`src/rtl/bram_arbiter.sv`:
```
// Two-requester round-robin arbiter in front of a single-clock BRAM with a 1-cycle registered read.
// Optional BRAM_ARB_DUAL_ISSUE_EN: pair a write and a read from different requesters in one cycle.
module bram_arbiter #(
    parameter int AW = 8,
    parameter int DW = 32
) (
    input  logic          clk,
    input  logic          rst,
    input  logic          a_req,
    input  logic          a_we,
    input  logic          a_lock,
    input  logic [AW-1:0] a_addr,
    input  logic [DW-1:0] a_wdata,
    output logic          a_gnt,
    output logic          a_rvalid,
    output logic [DW-1:0] a_rdata,
    input  logic          b_req,
    input  logic          b_we,
    input  logic          b_lock,
    input  logic [AW-1:0] b_addr,
    input  logic [DW-1:0] b_wdata,
    output logic          b_gnt,
    output logic          b_rvalid,
    output logic [DW-1:0] b_rdata,
    output logic [AW-1:0] bram_i_addr,
    output logic [DW-1:0] bram_i_data,
    output logic          bram_write,
    output logic [AW-1:0] bram_o_addr,
    output logic          bram_read,
    input  logic [DW-1:0] bram_o_read
);

    typedef enum logic [1:0] {IDLE, OWN_A, OWN_B} state_t;

    state_t        state_q;
    logic          prio_q;
    logic          rpend_q;
    logic          rtag_q;
    logic [DW-1:0] a_rdata_q;
    logic [DW-1:0] b_rdata_q;

    logic dual_ok;
    logic wr_a, wr_b, rd_a, rd_b;

`ifdef BRAM_ARB_DUAL_ISSUE_EN
    assign dual_ok = (a_we != b_we);
`else
    assign dual_ok = 1'b0;
`endif

    always_comb begin
        a_gnt = 1'b0;
        b_gnt = 1'b0;
        if (!rst) begin
            unique case (state_q)
                IDLE: begin
                    if (a_req && b_req) begin
                        if (dual_ok) begin
                            a_gnt = 1'b1;
                            b_gnt = 1'b1;
                        end else begin
                            a_gnt = !prio_q;
                            b_gnt = prio_q;
                        end
                    end else begin
                        a_gnt = a_req;
                        b_gnt = b_req;
                    end
                end
                // Non-owner only rides along with a complementary op of the owner
                OWN_A: begin
                    a_gnt = a_req;
                    b_gnt = b_req && a_req && dual_ok;
                end
                OWN_B: begin
                    b_gnt = b_req;
                    a_gnt = a_req && b_req && dual_ok;
                end
                default: ;
            endcase
        end
    end

    assign wr_a = a_gnt & a_we;
    assign wr_b = b_gnt & b_we;
    assign rd_a = a_gnt & ~a_we;
    assign rd_b = b_gnt & ~b_we;

    assign bram_write  = wr_a | wr_b;
    assign bram_i_addr = wr_a ? a_addr  : (wr_b ? b_addr  : '0);
    assign bram_i_data = wr_a ? a_wdata : (wr_b ? b_wdata : '0);
    assign bram_read   = rd_a | rd_b;
    assign bram_o_addr = rd_a ? a_addr  : (rd_b ? b_addr  : '0);

    // Read data arrives one cycle after the grant; reset drops a return in flight
    assign a_rvalid = rpend_q & ~rtag_q & ~rst;
    assign b_rvalid = rpend_q &  rtag_q & ~rst;
    assign a_rdata  = a_rvalid ? bram_o_read : a_rdata_q;
    assign b_rdata  = b_rvalid ? bram_o_read : b_rdata_q;

    always_ff @(posedge clk) begin
        if (rst) begin
            state_q   <= IDLE;
            prio_q    <= 1'b0;
            rpend_q   <= 1'b0;
            rtag_q    <= 1'b0;
            a_rdata_q <= '0;
            b_rdata_q <= '0;
        end else begin
            rpend_q <= rd_a | rd_b;
            rtag_q  <= rd_b;
            if (a_rvalid) a_rdata_q <= bram_o_read;
            if (b_rvalid) b_rdata_q <= bram_o_read;
            unique case (state_q)
                IDLE: begin
                    if (a_gnt ^ b_gnt) prio_q <= a_gnt;
                    if (a_gnt && a_lock)      state_q <= OWN_A;
                    else if (b_gnt && b_lock) state_q <= OWN_B;
                end
                OWN_A:   if (!a_lock) state_q <= IDLE;
                OWN_B:   if (!b_lock) state_q <= IDLE;
                default: state_q <= IDLE;
            endcase
        end
    end

endmodule

```
`config.mk`:
```
export PLATFORM = sky130hd
export DESIGN_NAME = bram_arbiter
export DESIGN_NICKNAME = d
export VERILOG_FILES = /design/src/rtl/bram_arbiter.sv
export SDC_FILE = /design/constraint.sdc
export NUM_CORES = 1
export LEC_CHECK = 0
export CAP_MARGIN = 10
export CORE_MARGIN = 1.5
export CORE_UTILIZATION = 35
export CTS_CLUSTER_DIAMETER = 30
export DETAILED_ROUTE_END_ITERATION = 7
export HOLD_SLACK_MARGIN = 0.06
export PLACE_DENSITY = 0.89
export SLEW_MARGIN = 20
export SYNTH_ARGS = -nofsm -noshare
export SYNTH_HDL_FRONTEND = slang
export SYNTH_SLANG_ARGS = --single-unit
```
`constraint.sdc`:
```
create_clock -name clk -period 2.3 [get_ports clk]
set_input_delay 0.46 -clock clk [delete_from_list [all_inputs] [get_ports clk]]
set_output_delay 0.46 -clock clk [all_outputs]
set_load 0.05 [all_outputs]
```
**Word level (Yosys, flattened, before mapping)**

Index checks and enable logic that the tools add are counted.

- Flip-flop bits (word level): 69
- Output and inout port bits: 118
- Word-level logic and storage cells: 52

- Equal/unequal tests: 5
- Multiplexer cells: 19
- Bitwise operators: 15
- Reductions and logical operators: 7

Operators by type and width:

| cell | number |
|---|---|
| two-way mux 32 bit | 4 |
| two-way mux 8 bit | 4 |
| AND 1 bit | 8 |
| two-way mux 2 bit | 4 |
| case mux 2 bit (3 select lines) | 1 |
| two-way mux 1 bit | 4 |
| != test 2 bit (second input constant) | 2 |
| inverter 1 bit | 4 |
| case mux 1 bit (2 select lines) | 2 |
| logical AND 1 bit | 3 |
| != test 3 bit (second input constant) | 1 |
| AND reduction 3 bit | 1 |
| equality test 2 x 1 -> 1 bit (second input constant) | 1 |
| equality test 2 bit (second input constant) | 1 |
| zero test 2 bit | 1 |
| bitwise OR 1 bit | 2 |
| AND reduction 2 bit | 1 |
| zero test 1 bit | 1 |
| XOR 1 bit | 1 |

**Longest topological paths before layout**

- Depth after elaboration: 8
- Mapped depth: 4

**Least setup slack after synthesis**

OpenSTA, ideal clock, no wires.

- Path type: input-to-output
- From: input rst
- To: output a_gnt
- Arrival: 1914 ps
- Required time: 1840 ps
- Path slack: -74 ps
- Cell stages on the path: 3
- Buffers on the path: 2
- Path through: buf_6 > clkbuf_1 > nor3_1

- Word-level cells in the longest chain between the ends: 1

Ends and longest elaborated chain:

| item | RTL line | RTL |
|---|---|---|
| start, declared | 8 | `input logic rst,` |
| two-way mux 1 bit | 54 | `if (!rst) begin` |
| end, declared | 14 | `output logic a_gnt,` |

No other way between the ends.

**Worst setup path after layout**

- From: register prio_q
- To: output bram_i_data[12]

- Word-level cells in the longest chain between the ends: 6
- Elaborated cells between the ends (all ways): 11
- Those cells by class: mux (8); bitwise (2); reduce/logical (1)

Ends and longest elaborated chain:

| item | RTL line | RTL |
|---|---|---|
| start, declared | 36 | `logic prio_q;` |
| start signal, assigned | 116 | `if (a_gnt ^ b_gnt) prio_q <= a_gnt;` |
| two-way mux 1 bit or zero test 1 bit (tied branches) | 57, 62 |  |
| case mux 1 bit (2 select lines) or two-way mux 1 bit (tied branches) | 55, 57 |  |
| two-way mux 1 bit or case mux 1 bit (2 select lines) (tied branches) | 54, 55 |  |
| AND 1 bit or two-way mux 1 bit (tied branches) | 85, 54 |  |
| two-way mux 32 bit or AND 1 bit (tied branches) | 91, 84 |  |
| two-way mux 32 bit * | 91 | `assign bram_i_data = wr_a ? a_wdata : (wr_b ? b_wdata : '0);` |
| end, declared | 26 | `output logic [DW-1:0] bram_i_data,` |

Every way passes the cells marked *; elsewhere a longest branch is shown, timed or not.

==> results.toml <==
[status]
outcome = "complete, but fails checks"
violations = "setup timing"

[min_path]
hp-start = "rst"
whs_path_depth = 2
hold_class = "input port to flip-flop"
hold_end = "b_rdata_q[26]$_SDFF_PP0_"

[setup_path]
reg2reg_to = "a_rdata_q[23]$_SDFF_PP0_"
cpMostUsedCell = "buf_12"
critPathRequiredTime_ns = 1.84
ff2ff_path_depth = 5
path_class = "flip-flop to primary output"
start_kind = "flip-flop"
crit_path_end_kind = "primary output"
cpMaxStageDelayCell = "dfxtp_4"
r2r_slack_ns = 0.74
worstPathMaxFanout = 6
cp_slowest_stage_delay_ns = 0.37
path_cells = "and3b_4 -> nor4b_4 -> buf_4 -> buf_6 -> buf_12 -> a22o_1 -> buf_12"
rr_startpoint = "rtag_q$_SDFF_PP0_"
arrival_ns = 1.99

[grt]
grt_remaining_overflow = 0
grt_pass1_wl_um = 19670
grt_pass1_vias = 3542
antenna_found_initial = 2
grt_max_degree = 56
track_usage_pct = 25.62

[floorplanning]
die_area_um2 = 10500
ios = 238
coreArea_um2 = 9684
rows = 36
dieWidth_um = 102.5
initial_core_util_pct = 35.78
die_y_um = 102.5

[clocking]
cts_max_level = 3
clockBufferDepth = 2
tritoncts = "done"
cts_sinks = 69
numCtsBuffers = 9
clock_latency_ns = 0.33
cts_hold_buf = 0
clk_pin_slew_ns = 0.08
root_buffer = "clkbuf_8"

[cells_and_area]
finalInstanceArea_um2 = 7843
post-route-util_pct = 80.98
fill_cells = 546
nNetsFinal = 700
synthToLayoutAreaGrowth_pct = 126.4
drive_gt1_share_pct = 53.50

[route]
drcViolationCount = 0
wl_per_cell_um = 21.30
dr_total_vias = 3561
ant_nets = 0
first_pass_iters = 4
via_per_inst = 4.953
drtIter0Drc = 86
wl_um = 15320

[timing]
hold_viol = 0
clock.fmax_mhz = 408.5
worstMarginPinSlew_ns = 0.4848
min_period_over_period_pct = 106.4
maxSlewViolCount = 0
fin_ws_ns = -0.1479
setup_violations = 49
rsz0062_at_grt = "yes"
finalCriticalPeriod_ns = 2.448
maxSlewHeadroom_pct = 67.68
clock-skew-final_ns = 0.01486

[yosys]
yosysSeqAreaShare_pct = 39.87
syn_nets = 412
ys_ff_latch = 69
synth_cell_types = 29
synth_area_um2 = 3465
yosysWarningCount = 0
syn_avg_cell_area_um2 = 11.86
synthCells = 292

[power]
power.density_nw_per_um2 = 446.0
finalPower_mw = 3.498
p_leak_nw = 3.646
ir_drop_mv = 0.2705

[placement]
gp_congestion = 0.9188
port_buffers = 237
place_area_um2 = 6575
hpwlAfterDp_um = 9739

[flow_run]
max-cap-violations = 0
-- synth_stat cells --
cell,instances,area (µm²)
or3_1,1,6.260
or2_2,3,18.77
nor4b_2,1,15.01
nor4b_1,1,8.760
mux2_2,26,292.8
nor2b_1,25,156.4
o211a_1,1,10.01
buf_6,8,90.09
mux2_4,29,435.4
and3b_4,1,12.51
nand2b_1,3,18.77
nor3b_2,1,12.51
inv_1,1,3.750
nor3_1,2,10.01
and2b_1,39,292.8
nor4_4,1,21.27
buf_4,1,7.510
nand3b_4,1,20.02
clkbuf_1,7,26.28
buf_2,7,35.03
o21ai_0,1,5.000
dfxtp_1,69,1381
nor4b_4,1,23.77
nor4_1,1,6.260
nor2_1,1,3.750
mux2_1,9,101.4
nor3b_4,1,18.77
a21oi_1,2,10.01
a22o_1,48,420.4
-- power breakdown --
| group | switching [mW] | internal (mW) | total (mW) |
|---|---|---|---|
| registers | 0.0119 | 1.22 | 1.23 |
| clock network | 0.476 | 0.505 | 0.981 |
| logic | 0.602 | 0.685 | 1.29 |
-- sequential cells by signal, indices dropped and copies added (netlist names) --
signal,flops
a_rdata_q,32
b_rdata_q,32
state_q,2
prio_q,1
rpend_q,1
rtag_q,1
-- logic make-up after synthesis --
| family | after synthesis | share of synthesized area (%) |
|---|---|---|
| simple gates | 83 | 18.63 |
| flops | 69 | 39.87 |
| mux | 64 | 23.94 |
| compound gates | 52 | 12.86 |
| buf+inv | 24 | 4.695 |
-- metal layers --
| layer | wire length (µm) | share of wire (%) | track usage, % | vias to the layer above |
|---|---|---|---|---|
| met2 | 8583 | 56 | 48.80 | 171 |
| li1 | - | - | - | 1638 |
| met4 | 646 | 4.2 | 14.33 | 2 |
| met3 | 944 | 6.2 | 7.661 | 29 |
| met1 | 5127 | 33 | 24.38 | 1721 |
| met5 | 13 | 0.085 | 0 | - |
-- final cells by class --
cell class / count / area [µm²] / share of cell area (%)
Clock buffer: 9 / 123.9 / 1.579
Multi-Input combinational cell: 199 / 2312 / 29.48
Timing Repair Buffer: 300 / 3765 / 48.01
Clock inverter: 7 / 73.82 / 0.9413
Inverter: 1 / 3.754 / 0.04786
Sequential cell: 69 / 1395 / 17.79
Antenna cell: 1 / 2.502 / 0.03191
Tap cell: 133 / 166.4 / 2.122
-- cell usage in the layout (no fill, tap or decap), types with 2 or more instances in the layout --
cell,count
nor4_4,2
buf_12,70
buf_4,63
dfxtp_2,2
mux2_4,29
buf_6,37
nand2b_1,2
clkbuf_16,5
dlygate4sd2_1,2
a22o_1,9
nor3_2,2
nor3b_4,2
clkbuf_8,9
nor2b_1,25
dfxtp_4,3
nor4b_4,2
clkinv_2,2
clkdlybuf4s50_1,114
a22o_4,39
mux2_1,9
buf_16,6
clkinv_4,2
or2_2,2
dfxtp_1,64
mux2_2,26
a21oi_1,2
and2b_1,39
-- critical path: cells and delay by family, from the launching register on --
family / cells / cell delay [ns]
AO/OA/AOI/OAI: 1 / 0.17
buffers and inverters: 4 / 0.59
flip-flops: 1 / 0.37
AND/OR/NAND/NOR: 2 / 0.53
-- worst max-delay path by stage --
stage / startpoint / end / slack [ns] / cells past startpoint
2_1_floorplan: b_req / bram_i_addr[0] / 0.18 / 4
3_3_place_gp: b_req / bram_o_addr[6] / -0.57 / 5
3_5_place_dp: b_req / bram_o_addr[0] / -0.70 / 5
4_1_cts: state_q[1]$_SDFFE_PP0P_ / bram_i_data[4] / -0.18 / 9
5_1_grt: state_q[0]$_SDFFE_PP0P_ / bram_i_data[19] / -0.23 / 7
6_report: prio_q$_SDFFE_PP0P_ / bram_i_data[12] / -0.15 / 7
-- per-stage QoR --
stage	hold slack (ns)	setup WS, ns	TNS [ns]	instances
after global routing	0.3138	-0.2311	-8.028	719
after floorplan	0.4453	0.1838	0	292
final	0.3368	-0.1479	-3.952	719
after detailed placement	0.5279	-0.6986	-19.42	663
after global placement	0.4751	-0.5653	-16.89	663
after CTS	0.4224	-0.1792	-5.468	705
-- timing repair --
item / in CTS / in global routing
buffers inserted: 16 / 12
setup endpoints to repair: 50 / 77
pin swaps: 38 / 20
resized for setup: 51 / 61
gates cloned: 10 / 5
hold endpoints to repair: 0 / 0
Note: power is estimated with default switching activity, not from simulation.
